## config.mk

```make
export PLATFORM = sky130hd
export DESIGN_NAME = miriscv_decode_stage
export DESIGN_NICKNAME = d
export VERILOG_FILES = /design/src/rtl/miriscv_decode_stage_pkg.sv /design/src/rtl/miriscv_decode_comb.sv /design/src/rtl/miriscv_decode_stage.sv
export SDC_FILE = /design/constraint.sdc
export NUM_CORES = 1
export LEC_CHECK = 0
export BUFFER_PORTS_ARGS = -buffer_cell sky130_fd_sc_hd__buf_2
export CAP_MARGIN = 20
export CORE_ASPECT_RATIO = 0.6
export CORE_MARGIN = 2
export CORE_UTILIZATION = 60
export CTS_CLUSTER_DIAMETER = 80
export DETAILED_ROUTE_END_ITERATION = 7
export PLACE_DENSITY_LB_ADDON = 0.12
export SLEW_MARGIN = 15
export SYNTH_ARGS = -nofsm -noshare
export SYNTH_HDL_FRONTEND = slang
export SYNTH_SLANG_ARGS = --single-unit
```

## constraint.sdc

```tcl
create_clock -name clk_i -period 2.4 [get_ports clk_i]
set_input_delay 0.24 -clock clk_i [delete_from_list [all_inputs] [get_ports clk_i]]
set_output_delay 0.24 -clock clk_i [all_outputs]
set_load 0.01 [all_outputs]
```

## src/rtl/miriscv_decode_stage_pkg.sv

```systemverilog
// Shared encodings and types for the RV32I decode stage: opcodes, ALU op codes,
// operand-select codes, load/store sizes, the decoded bundle and the buffer state.
package miriscv_decode_stage_pkg;

  localparam logic [6:0] OPC_LOAD     = 7'b0000011;
  localparam logic [6:0] OPC_MISC_MEM = 7'b0001111;
  localparam logic [6:0] OPC_OP_IMM   = 7'b0010011;
  localparam logic [6:0] OPC_AUIPC    = 7'b0010111;
  localparam logic [6:0] OPC_STORE    = 7'b0100011;
  localparam logic [6:0] OPC_OP       = 7'b0110011;
  localparam logic [6:0] OPC_LUI      = 7'b0110111;
  localparam logic [6:0] OPC_BRANCH   = 7'b1100011;
  localparam logic [6:0] OPC_JALR     = 7'b1100111;
  localparam logic [6:0] OPC_JAL      = 7'b1101111;
  localparam logic [6:0] OPC_SYSTEM   = 7'b1110011;

  localparam logic [4:0] ALU_ADD    = 5'b00000;
  localparam logic [4:0] ALU_SLL    = 5'b00001;
  localparam logic [4:0] ALU_SLTS   = 5'b00010;
  localparam logic [4:0] ALU_SLTU   = 5'b00011;
  localparam logic [4:0] ALU_XOR    = 5'b00100;
  localparam logic [4:0] ALU_SRL    = 5'b00101;
  localparam logic [4:0] ALU_OR     = 5'b00110;
  localparam logic [4:0] ALU_AND    = 5'b00111;
  localparam logic [4:0] ALU_SUB    = 5'b01000;
  localparam logic [4:0] ALU_SRA    = 5'b01101;
  localparam logic [4:0] ALU_MUL    = 5'b10000;
  localparam logic [4:0] ALU_MULH   = 5'b10001;
  localparam logic [4:0] ALU_MULHSU = 5'b10010;
  localparam logic [4:0] ALU_MULHU  = 5'b10011;
  localparam logic [4:0] ALU_DIV    = 5'b10100;
  localparam logic [4:0] ALU_DIVU   = 5'b10101;
  localparam logic [4:0] ALU_REM    = 5'b10110;
  localparam logic [4:0] ALU_REMU   = 5'b10111;
  localparam logic [4:0] ALU_EQ     = 5'b11000;
  localparam logic [4:0] ALU_NE     = 5'b11001;
  localparam logic [4:0] ALU_LTS    = 5'b11100;
  localparam logic [4:0] ALU_GES    = 5'b11101;
  localparam logic [4:0] ALU_LTU    = 5'b11110;
  localparam logic [4:0] ALU_GEU    = 5'b11111;

  localparam logic [1:0] OP_A_RS1  = 2'd0;
  localparam logic [1:0] OP_A_PC   = 2'd1;
  localparam logic [1:0] OP_A_ZERO = 2'd2;

  localparam logic [2:0] OP_B_RS2   = 3'd0;
  localparam logic [2:0] OP_B_IMM_I = 3'd1;
  localparam logic [2:0] OP_B_IMM_U = 3'd2;
  localparam logic [2:0] OP_B_IMM_S = 3'd3;
  localparam logic [2:0] OP_B_INCR  = 3'd4;

  localparam logic [2:0] LDST_B  = 3'd0;
  localparam logic [2:0] LDST_H  = 3'd1;
  localparam logic [2:0] LDST_W  = 3'd2;
  localparam logic [2:0] LDST_BU = 3'd4;
  localparam logic [2:0] LDST_HU = 3'd5;

  typedef struct packed {
    logic [1:0]  op_a_sel;
    logic [2:0]  op_b_sel;
    logic        mem_req;
    logic        mem_we;
    logic [2:0]  mem_size;
    logic        gpr_we;
    logic        wb_src_sel;
    logic        branch;
    logic        jal;
    logic        jalr;
    logic        illegal;
    logic [4:0]  rs1;
    logic [4:0]  rs2;
    logic [4:0]  rd;
    logic [31:0] imm;
  } bundle_t;

  typedef enum logic [1:0] {ST_EMPTY, ST_ONE, ST_TWO} state_t;

  // Register-register ALU op for funct7 = 0x00 (shared by OP and most of OP_IMM).
  function automatic logic [4:0] alu_base(input logic [2:0] funct3);
    case (funct3)
      3'd0:    alu_base = ALU_ADD;
      3'd1:    alu_base = ALU_SLL;
      3'd2:    alu_base = ALU_SLTS;
      3'd3:    alu_base = ALU_SLTU;
      3'd4:    alu_base = ALU_XOR;
      3'd5:    alu_base = ALU_SRL;
      3'd6:    alu_base = ALU_OR;
      default: alu_base = ALU_AND;
    endcase
  endfunction

endpackage

```

## src/rtl/miriscv_decode_comb.sv

```systemverilog
// Purely combinational RV32I(+M) instruction decoder producing one control bundle.
module miriscv_decode_comb
  import miriscv_decode_stage_pkg::*;
#(
  parameter int ALU_OP_WIDTH = 5,
  parameter bit EN_M         = 1'b0
) (
  input  logic [31:0]             instr,
  output bundle_t                 bundle,
  output logic [ALU_OP_WIDTH-1:0] alu_op
);

  logic [6:0]  opcode;
  logic [2:0]  funct3;
  logic [6:0]  funct7;
  logic [31:0] imm_i, imm_s, imm_b, imm_u, imm_j;
  logic [4:0]  alu_code;
  logic        illegal;

  assign opcode = instr[6:0];
  assign funct3 = instr[14:12];
  assign funct7 = instr[31:25];
  assign imm_i  = {{20{instr[31]}}, instr[31:20]};
  assign imm_s  = {{20{instr[31]}}, instr[31:25], instr[11:7]};
  assign imm_b  = {{19{instr[31]}}, instr[31], instr[7], instr[30:25], instr[11:8], 1'b0};
  assign imm_u  = {instr[31:12], 12'b0};
  assign imm_j  = {{11{instr[31]}}, instr[31], instr[19:12], instr[20], instr[30:21], 1'b0};

  always_comb begin
    bundle     = '0;
    bundle.rs1 = instr[19:15];
    bundle.rs2 = instr[24:20];
    bundle.rd  = instr[11:7];
    alu_code   = ALU_ADD;
    illegal    = 1'b0;
    case (opcode)
      OPC_LOAD: begin
        bundle.mem_req    = 1'b1;
        bundle.mem_size   = funct3;
        bundle.wb_src_sel = 1'b1;
        bundle.gpr_we     = 1'b1;
        bundle.op_b_sel   = OP_B_IMM_I;
        bundle.imm        = imm_i;
        illegal           = (funct3 == 3'd3) || (funct3[2:1] == 2'b11);
      end
      OPC_MISC_MEM: bundle.imm = imm_i;
      OPC_OP_IMM: begin
        bundle.gpr_we   = 1'b1;
        bundle.op_b_sel = OP_B_IMM_I;
        bundle.imm      = imm_i;
        alu_code        = alu_base(funct3);
        if (funct3 == 3'd1) begin
          illegal = (funct7 != 7'h00);
        end else if (funct3 == 3'd5) begin
          alu_code = funct7[5] ? ALU_SRA : ALU_SRL;
          illegal  = (funct7 != 7'h00) && (funct7 != 7'h20);
        end
      end
      OPC_AUIPC: begin
        bundle.gpr_we   = 1'b1;
        bundle.op_a_sel = OP_A_PC;
        bundle.op_b_sel = OP_B_IMM_U;
        bundle.imm      = imm_u;
      end
      OPC_STORE: begin
        bundle.mem_req  = 1'b1;
        bundle.mem_we   = 1'b1;
        bundle.mem_size = funct3;
        bundle.op_b_sel = OP_B_IMM_S;
        bundle.imm      = imm_s;
        illegal         = (funct3 > 3'd2);
      end
      OPC_OP: begin
        bundle.gpr_we = 1'b1;
        case (funct7)
          7'h00: alu_code = alu_base(funct3);
          7'h20: begin
            if (funct3 == 3'd0)      alu_code = ALU_SUB;
            else if (funct3 == 3'd5) alu_code = ALU_SRA;
            else                     illegal  = 1'b1;
          end
          7'h01: begin
            if (EN_M) alu_code = {2'b10, funct3};
            else      illegal  = 1'b1;
          end
          default: illegal = 1'b1;
        endcase
      end
      OPC_LUI: begin
        bundle.gpr_we   = 1'b1;
        bundle.op_a_sel = OP_A_ZERO;
        bundle.op_b_sel = OP_B_IMM_U;
        bundle.imm      = imm_u;
      end
      OPC_BRANCH: begin
        bundle.branch = 1'b1;
        bundle.imm    = imm_b;
        case (funct3)
          3'd0:    alu_code = ALU_EQ;
          3'd1:    alu_code = ALU_NE;
          3'd4:    alu_code = ALU_LTS;
          3'd5:    alu_code = ALU_GES;
          3'd6:    alu_code = ALU_LTU;
          3'd7:    alu_code = ALU_GEU;
          default: illegal  = 1'b1;
        endcase
      end
      OPC_JALR: begin
        bundle.jalr     = 1'b1;
        bundle.gpr_we   = 1'b1;
        bundle.op_a_sel = OP_A_PC;
        bundle.op_b_sel = OP_B_INCR;
        bundle.imm      = imm_i;
      end
      OPC_JAL: begin
        bundle.jal      = 1'b1;
        bundle.gpr_we   = 1'b1;
        bundle.op_a_sel = OP_A_PC;
        bundle.op_b_sel = OP_B_INCR;
        bundle.imm      = imm_j;
      end
      OPC_SYSTEM: bundle.imm = imm_i;
      default:    illegal = 1'b1;
    endcase
    if (instr[1:0] != 2'b11) illegal = 1'b1;
    // Illegal instructions still flow to execute, but must have no side effects.
    if (illegal) begin
      bundle.gpr_we  = 1'b0;
      bundle.mem_req = 1'b0;
      bundle.branch  = 1'b0;
      bundle.jal     = 1'b0;
      bundle.jalr    = 1'b0;
    end
    bundle.illegal = illegal;
  end

  assign alu_op = ALU_OP_WIDTH'(alu_code);

endmodule

```

## src/rtl/miriscv_decode_stage.sv

```systemverilog
// Registered, handshaked decode stage: combinational decode into an output
// register, with an optional skid entry so in_ready_o never depends on out_ready_i.
module miriscv_decode_stage
  import miriscv_decode_stage_pkg::*;
#(
  parameter int ALU_OP_WIDTH = 5,
  parameter bit EN_M         = 1'b0,
  parameter bit SKID_EN      = 1'b1
) (
  input  logic                    clk_i,
  input  logic                    rst_i,
  input  logic                    flush_i,
  input  logic                    in_valid_i,
  output logic                    in_ready_o,
  input  logic [31:0]             fetched_instr_i,
  output logic                    out_valid_o,
  input  logic                    out_ready_i,
  output logic [1:0]              ex_op_a_sel_o,
  output logic [2:0]              ex_op_b_sel_o,
  output logic [ALU_OP_WIDTH-1:0] alu_op_o,
  output logic                    mem_req_o,
  output logic                    mem_we_o,
  output logic [2:0]              mem_size_o,
  output logic                    gpr_we_a_o,
  output logic                    wb_src_sel_o,
  output logic                    branch_o,
  output logic                    jal_o,
  output logic                    jalr_o,
  output logic                    illegal_instr_o,
  output logic [4:0]              rs1_o,
  output logic [4:0]              rs2_o,
  output logic [4:0]              rd_o,
  output logic [31:0]             imm_o
);

  bundle_t                 dec_p0, out_p1, skid_p2;
  logic [ALU_OP_WIDTH-1:0] dec_alu_p0, out_alu_p1, skid_alu_p2;
  state_t                  state, state_next;
  logic                    in_ready_q;
  logic                    accept, load_out_dec, load_out_skid, load_skid;

  // Stage p0: decode of the presented instruction
  miriscv_decode_comb #(
    .ALU_OP_WIDTH (ALU_OP_WIDTH),
    .EN_M         (EN_M)
  ) u_decode (
    .instr  (fetched_instr_i),
    .bundle (dec_p0),
    .alu_op (dec_alu_p0)
  );

  always_ff @(posedge clk_i) begin
    if (rst_i) begin
      state      <= ST_EMPTY;
      in_ready_q <= 1'b1;
    end else begin
      state      <= state_next;
      in_ready_q <= (state_next != ST_TWO);
    end
  end

  always_comb begin
    state_next = state;
    if (flush_i) begin
      state_next = ST_EMPTY;
    end else begin
      case (state)
        ST_EMPTY: if (accept) state_next = ST_ONE;
        ST_ONE: begin
          if (accept && !out_ready_i && SKID_EN) state_next = ST_TWO;
          else if (!accept && out_ready_i)       state_next = ST_EMPTY;
        end
        ST_TWO:   if (out_ready_i) state_next = ST_ONE;
        default:  state_next = ST_EMPTY;
      endcase
    end
  end

  always_comb begin
    out_valid_o = (state != ST_EMPTY);
    in_ready_o  = SKID_EN ? in_ready_q : (!out_valid_o || out_ready_i);
  end

  assign accept        = in_valid_i && in_ready_o && !flush_i;
  assign load_out_dec  = accept && ((state == ST_EMPTY) || ((state == ST_ONE) && out_ready_i));
  assign load_skid     = accept && (state == ST_ONE) && !out_ready_i;
  assign load_out_skid = !flush_i && (state == ST_TWO) && out_ready_i;

  // Stage p1 (output register) and p2 (skid entry)
  always_ff @(posedge clk_i) begin
    if (rst_i) begin
      out_p1      <= '0;
      out_alu_p1  <= '0;
      skid_p2     <= '0;
      skid_alu_p2 <= '0;
    end else begin
      if (load_out_dec) begin
        out_p1     <= dec_p0;
        out_alu_p1 <= dec_alu_p0;
      end else if (load_out_skid) begin
        out_p1     <= skid_p2;
        out_alu_p1 <= skid_alu_p2;
      end
      if (load_skid) begin
        skid_p2     <= dec_p0;
        skid_alu_p2 <= dec_alu_p0;
      end
    end
  end

  assign ex_op_a_sel_o   = out_p1.op_a_sel;
  assign ex_op_b_sel_o   = out_p1.op_b_sel;
  assign alu_op_o        = out_alu_p1;
  assign mem_req_o       = out_p1.mem_req;
  assign mem_we_o        = out_p1.mem_we;
  assign mem_size_o      = out_p1.mem_size;
  assign gpr_we_a_o      = out_p1.gpr_we;
  assign wb_src_sel_o    = out_p1.wb_src_sel;
  assign branch_o        = out_p1.branch;
  assign jal_o           = out_p1.jal;
  assign jalr_o          = out_p1.jalr;
  assign illegal_instr_o = out_p1.illegal;
  assign rs1_o           = out_p1.rs1;
  assign rs2_o           = out_p1.rs2;
  assign rd_o            = out_p1.rd;
  assign imm_o           = out_p1.imm;

endmodule

```

Word-level counts from Yosys, hierarchy flattened --
Index checks and enable logic that the tools add are counted.
Storage, ports and cells: word-level logic and storage cells 133, memories kept 0, bits in writable memories 0, input bits 37, ROM bits 0, flip-flop bits (word level) 139, output and inout port bits 70, latch bits 0
Cells by class: multipliers 0, bitwise logic cells 0, mux-type cells 42, shifts and indexed selects 0, equal/unequal tests 25, reductions and logical operators 31, magnitude comparators 1, add/sub/neg operators 0, divide/modulo/power cells 0
Operators by type and width (number):
- $pmux W32 S5 | 1
- $mux W63 | 2
- $pmux W5 S6 | 1
- $eq A7 B6 Y1 const B | 4
- $eq A7 B7 Y1 const B | 4
- $mux W5 | 5
- $pmux W3 S7 | 1
- $pmux W3 S6 | 1
- $mux W1 | 15
- $pmux W5 S3 | 1
- $eq A7 B5 Y1 const B | 2
- $eq A3 B3 Y1 const B | 4
- $pmux W3 S4 | 1
- $reduce_or A6 Y1 | 2
- $logic_and A1 B1 Y1 | 11
- $mux W2 | 5
- $pmux W5 S2 | 1
- $mux W4 | 2
- $reduce_or A2 Y1 | 4
- $eq A7 B2 Y1 const B | 1
- $eq A7 B4 Y1 const B | 1
- $logic_not A7 Y1 | 1
- $ne A7 B6 Y1 const B | 1
- $reduce_bool A7 Y1 | 1
- 19 further kinds | 27

Logic depth before layout (Yosys ltp) --
depth after elaboration 9, mapped depth 8, depth with buffers taken out 5

Hierarchy --
A second synthesis with hierarchy kept.
Unflattened totals: cell total of the unflattened synthesis 858, area total of the unflattened synthesis 6458.7 um2
Modules (own cells, without submodules):
- miriscv_decode_stage | seq. area each 2782.7 um2, times used 1, cells each 695, area each 5450.2 um2
- miriscv_decode_comb | seq. area each 0.0 um2, times used 1, cells each 163, area each 1008.5 um2

Least setup slack after synthesis --
No wires, ideal clock.
kind input port to flip-flop, start point in fetched_instr_i[5], end point reg out_p1, in the netlist gpr_we_a_o, path slack 747 ps, arrival time 1522 ps, path buffers 1, required time 2269 ps, library setup time 131 ps, stages 6, cells stage by stage buf_2 -> or3b_4 -> or3b_1 -> o21bai_1 -> a2111o_1 -> o32ai_1
Between the ends: word-level cells in the longest chain between the ends 6, elaborated cells on any way between the ends 18, classes of those cells 11 x eq/ne; 5 x mux; 2 x reduce/logical
RTL lines:
- start, declared | RTL line miriscv_decode_stage.sv:15 | input logic [31:0] fetched_instr_i,
- $eq A7 B4 Y1, or another cell as far along | RTL line miriscv_decode_comb.sv:36 | case (opcode)
- $reduce_or A6 Y1 (no line)
- $pmux W1 S6 | RTL line miriscv_decode_comb.sv:36
- $mux W1 | RTL line miriscv_decode_comb.sv:125 | if (instr[1:0] != 2'b11) illegal = 1'b1;
- $mux W1 (*) | RTL line miriscv_decode_comb.sv:127 | if (illegal) begin
- $mux W63 (*) | RTL line miriscv_decode_stage.sv:97 | if (load_out_dec) begin
- end signal, assigned | RTL line miriscv_decode_stage.sv:98 | out_p1 <= dec_p0;
- end signal, assigned | RTL line miriscv_decode_stage.sv:101 | out_p1 <= skid_p2;
- end, declared | RTL line miriscv_decode_stage.sv:36 | bundle_t dec_p0, out_p1, skid_p2;
Every way passes the cells marked *; elsewhere a longest branch is shown, timed or not. A chain may end at the register's enable or synchronous reset.

Worst setup path after layout --
start point reg state[0], end point reg skid_p2[24] (netlist bit)
Between the ends: word-level cells in the longest chain between the ends 3
RTL lines:
- start, declared | RTL line miriscv_decode_stage.sv:38 | state_t state, state_next;
- start signal, assigned | RTL line miriscv_decode_stage.sv:57 | state <= state_next;
- $eq A2 B1 Y1 | RTL line miriscv_decode_stage.sv:86 | assign load_skid = accept && (state == ST_ONE) && !out_ready_i;
- $logic_and A1 B1 Y1 (2 in series) | RTL line miriscv_decode_stage.sv:86
- end signal, assigned | RTL line miriscv_decode_stage.sv:105 | skid_p2 <= dec_p0;
- end, declared | RTL line miriscv_decode_stage.sv:36
Every way passes these cells.

==> results.txt <==
After the last flow step, the layout net total stands at ~860. The power per unit of standard cell area is about 740 mW/mm². The number of cells on the worst reg-to-reg path is 5. Setup repair after global routing left no endpoint under its margin. The final-layout setup total negative slack is 0 ns.

The longest clock path from root to sink contains 2 buffers. The final hold violation count is 0. The max-slew violation total from the final report is 0. In this run the horizontal extent of the chip is between 100 and 150 µm. The core area is roughly 0.01 mm². The flip-flop and latch count after synthesis is around 140. Row generation in the floorplan step produced 28 rows. The placer's final routability congestion estimate is about 0.95.

The clock skew after layout is about 0.0072 ns. The worst reg-to-reg setup slack came out at 0.45 ns. The initial utilization of the core area, before any placement, comes to between 60 and 70%. The CTS tree is done. The timing-limited maximum frequency is just over 500 MHz.

The sink count of the clock tree is 139. The async set or reset register ratio after synthesis came out at 0%. The number of hold-repair buffers added at the cts stage is 0. The worst setup path is captured at a register. The share of final-layout standard cells stronger than drive strength 1 came out at roughly 23%. The violation count after the first detailed-route iteration is just over 700. The static leakage is 2.93 nW. The area of the mapped netlist came out at approximately 0.0063 mm².

The finished cells cover about 0.0074 mm². The number of buffers inserted by port buffering came out at 106. Summed over all layers, the global routing overflow is 0.

The ratio of final minimum period to clock period came out at between 80% and 90%. The average size of a mapped cell is between 8 and 9 µm². The pre-antenna-repair detailed-routing pass consisted of 5 iterations. The transition at the pin with the smallest max-transition slack is approximately 0.85 ns. Dividing the detail-routed wire length by the instance count gives roughly 19 µm. Counting every instance in the synthesized netlist gives between 700 and 800. Dividing the detail-routed via count by the number of cells gives 6.28. The number of library cell types mapped by synthesis is 67. The area occupied by registers came out at between 0.002 and 0.003 mm².

The worst path in the final design needs a cycle of around 2.0 ns, including I/O delays and setup. The fraction of the yosys area taken by sequential cells came out at 44.2%. The total inserted antenna cells is 0.

The class of the tightest hold or removal check is primary input to register. The number of filler cells placed in the layout is ~730. The H-tree was split into 4 levels. The area taken by multi-input logic gates came out at roughly 0.0032 mm². The floorplan step defined a die boundary enclosing between 0.01 and 0.015 mm².

The startpoint identified for the worst hold timing path is fetched_instr_i[8]. The endpoint identified for the worst register-to-register timing path is skid_p2[24]. Measured against its own limit, the worst slew margin works out to between 40% and 50%. Summed over all layers, the routed wires come to 18700 µm. The initial antenna violation count is 0. The post-detailed-placement cell area is between 0.006 and 0.007 mm². The data required time of the worst path came out at approximately 2.7 ns.

In this run, CTS created clock tree buffers numbering 17. The number of enable-type register cells in the synthesized netlist came out at 0. The routed layout has 6057 vias. The instance count along the most critical hold path came out at 3.

The clock latency reported for the late side of the worst-skew pair is about 0.42 ns. Gates resized during post-CTS repair numbered 0. IR analysis of the VDD net gives a maximum drop of between 0.5 and 0.6 mV. The number of nets with antenna violations after routing came out at 0. The tool flagged a number of max-cap violations equal to 0. The arrival time at the worst endpoint came out at 2.27 ns.

The post-synthesis net count came out at around 780. After clock tree synthesis, the clock-pin slew on the worst setup and hold paths is roughly 0.060 ns. The wire length of the first global-routing pass came out at ~30000 µm. The class of the most critical setup path is register to register. The synthesis-to-finish area growth came out at 18.3%.

The via count of the first global-routing pass is ~5700. The count of final setup violators is 0. The origin of the critical flop-to-flop path is state[0]. The combined global-route utilization of all metal layers came out at 33.5%.

STA classifies the critical path startpoint as a register. The number of remaining DRC errors came out at 0. The launching instance or port of the critical path is state[0].

Entering global routing, the biggest net connects 67 pins. The clock root buffer master is sky130_fd_sc_hd__clkbuf_16. During I/O placement, the number of pins put on the boundary was roughly 110. The detailed-placement wirelength estimate came out at 12700 µm. The biggest fanout along the worst timing path came out at 30.

Yosys printed 0 warnings. The leading register cell type out of synthesis is sky130_fd_sc_hd__dfxtp_1. The path with the worst hold slack has its endpoint at skid_p2[33]. The flow ran to the end, and the final reports show no timing, DRC or antenna violations. From bottom edge to top edge, the die measures 83.3 µm. After clock tree synthesis, the setup repair step added 0 buffers.
[cells in the final DEF (no fill, tap or decap), types with 5 or more instances in the layout]
cell type	instances
sky130_fd_sc_hd__a311oi_1	34
sky130_fd_sc_hd__nor2_1	68
sky130_fd_sc_hd__buf_2	105
sky130_fd_sc_hd__a221oi_1	17
sky130_fd_sc_hd__a221oi_2	10
sky130_fd_sc_hd__nor3_1	17
sky130_fd_sc_hd__and3_1	5
sky130_fd_sc_hd__a21oi_2	5
sky130_fd_sc_hd__mux2i_1	27
sky130_fd_sc_hd__inv_1	5
sky130_fd_sc_hd__nand2b_1	5
sky130_fd_sc_hd__a21oi_1	54
sky130_fd_sc_hd__o2bb2ai_1	6
sky130_fd_sc_hd__nand2_1	170
sky130_fd_sc_hd__a31oi_1	5
sky130_fd_sc_hd__nand3_1	6
sky130_fd_sc_hd__a211oi_1	26
sky130_fd_sc_hd__dfxtp_1	139
sky130_fd_sc_hd__buf_4	15
sky130_fd_sc_hd__nand4_1	6
sky130_fd_sc_hd__clkbuf_16	17
[registers in the layout, summed over array words and instances (netlist names)]
signal,flops
illegal_instr_o,1
rs2_o,5
state,2
mem_we_o,1
gpr_we_a_o,1
rd_o,5
mem_size_o,3
ex_op_b_sel_o,3
branch_o,1
imm_o,32
ex_op_a_sel_o,2
mem_req_o,1
jal_o,1
rs1_o,5
in_ready_o,1
alu_op_o,5
wb_src_sel_o,1
jalr_o,1
skid_p2,63
skid_alu_p2,5
[worst max path at each step]
| stage | end | slack, ns |
|---|---|---|
| finish | skid_p2[24] | 0.45 |
| global route | skid_p2[24] | 0.31 |
| detailed placement | imm_o[20] | 0.24 |
| floorplan | gpr_we_a_o | 0.75 |
| CTS | imm_o[12] | 0.45 |
| global placement | imm_o[20] | 0.33 |
[cell type report]
| class | instances | share of cell area, % |
|---|---|---|
| clock buffers | 20 | 6.00 |
| clock inverters | 11 | 1.63 |
| inverters | 5 | 0.252 |
| multi-input cells | 531 | 42.8 |
| flip-flops and latches | 139 | 37.4 |
| well taps | 135 | 2.27 |
| repair buffers | 124 | 9.65 |
[critical path, cell delays in order, from the launching register on]
cell,delay (ns)
sky130_fd_sc_hd__dfxtp_1,0.39
sky130_fd_sc_hd__nor3b_1,0.41
sky130_fd_sc_hd__nor2b_4,0.50
sky130_fd_sc_hd__buf_12,0.25
sky130_fd_sc_hd__nor2_1,0.06
sky130_fd_sc_hd__a211oi_1,0.23
[cell families (layout without fill, tap and decap cells)]
logic type,Yosys count,in the layout,synth area share [%]
AND/OR/NAND/NOR,317,317,22.9
AO/OA/AOI/OAI,184,184,22.6
flip-flops,139,139,44.2
buffers and inverters,75,160,5.50
multiplexers,28,28,4.47
adder cells (fa/ha/maj),1,1,0.159
XOR/XNOR,1,1,0.139
[per-stage QoR]
step                      util, %  total power, mW  std cells  setup WS [ns]  hold WS (ns)
after floorplan                 -             2.78        745          0.747         0.357
after global placement       68.6             2.96        934          0.328         0.440
after detailed placement     68.6             2.98        934          0.240         0.448
after CTS                    74.3             5.50        965          0.455        0.0928
after global routing         74.3             5.67        965          0.312        0.0970
final                        74.3             5.50        965          0.448         0.107
[cell usage after synthesis, types with 3 or more instances]
library cell / n / area share, %
sky130_fd_sc_hd__buf_1: 4 / 0.24
sky130_fd_sc_hd__nand2_1: 170 / 10
sky130_fd_sc_hd__nor2_1: 68 / 4.1
sky130_fd_sc_hd__a21oi_2: 5 / 0.70
sky130_fd_sc_hd__nor4_2: 3 / 0.60
sky130_fd_sc_hd__nand4_1: 6 / 0.60
sky130_fd_sc_hd__clkbuf_1: 31 / 1.8
sky130_fd_sc_hd__nor3_1: 17 / 1.4
sky130_fd_sc_hd__or3_1: 3 / 0.30
sky130_fd_sc_hd__a311oi_1: 34 / 4.7
sky130_fd_sc_hd__and3_1: 5 / 0.50
sky130_fd_sc_hd__a221oi_2: 10 / 2.4
sky130_fd_sc_hd__inv_1: 5 / 0.30
sky130_fd_sc_hd__nand2b_1: 8 / 0.79
sky130_fd_sc_hd__and2_1: 4 / 0.40
sky130_fd_sc_hd__dfxtp_1: 139 / 44
sky130_fd_sc_hd__mux2i_1: 27 / 4.3
sky130_fd_sc_hd__nand3_1: 6 / 0.48
sky130_fd_sc_hd__buf_2: 29 / 2.3
sky130_fd_sc_hd__a221oi_1: 17 / 2.4
sky130_fd_sc_hd__a31oi_1: 5 / 0.50
sky130_fd_sc_hd__o2bb2ai_1: 6 / 0.83
sky130_fd_sc_hd__a211oi_1: 26 / 3.1
sky130_fd_sc_hd__and3b_1: 3 / 0.42
sky130_fd_sc_hd__a21oi_1: 54 / 4.3
sky130_fd_sc_hd__nor2b_1: 5 / 0.50
sky130_fd_sc_hd__buf_6: 3 / 0.54
[power by group]
| part | switching (mW) | total [mW] | internal (mW) |
|---|---|---|---|
| logic | 0.327 | 0.514 | 0.187 |
| registers | 0.0469 | 2.43 | 2.39 |
| clock network | 1.01 | 2.56 | 1.55 |
| total | 1.38 | 5.50 | 4.12 |
[metal layers]
metal | vias to the layer above | share of wire, % | GRT usage, %
met3 | 36 | 8.9 | 7.81
met1 | 2891 | 46 | 48.5
met5 | - | 0 | 0
li1 | 2822 | - | -
met4 | 0 | 1.7 | 11.2
met2 | 308 | 43 | 49.0
(Power assumes the default switching activity.)
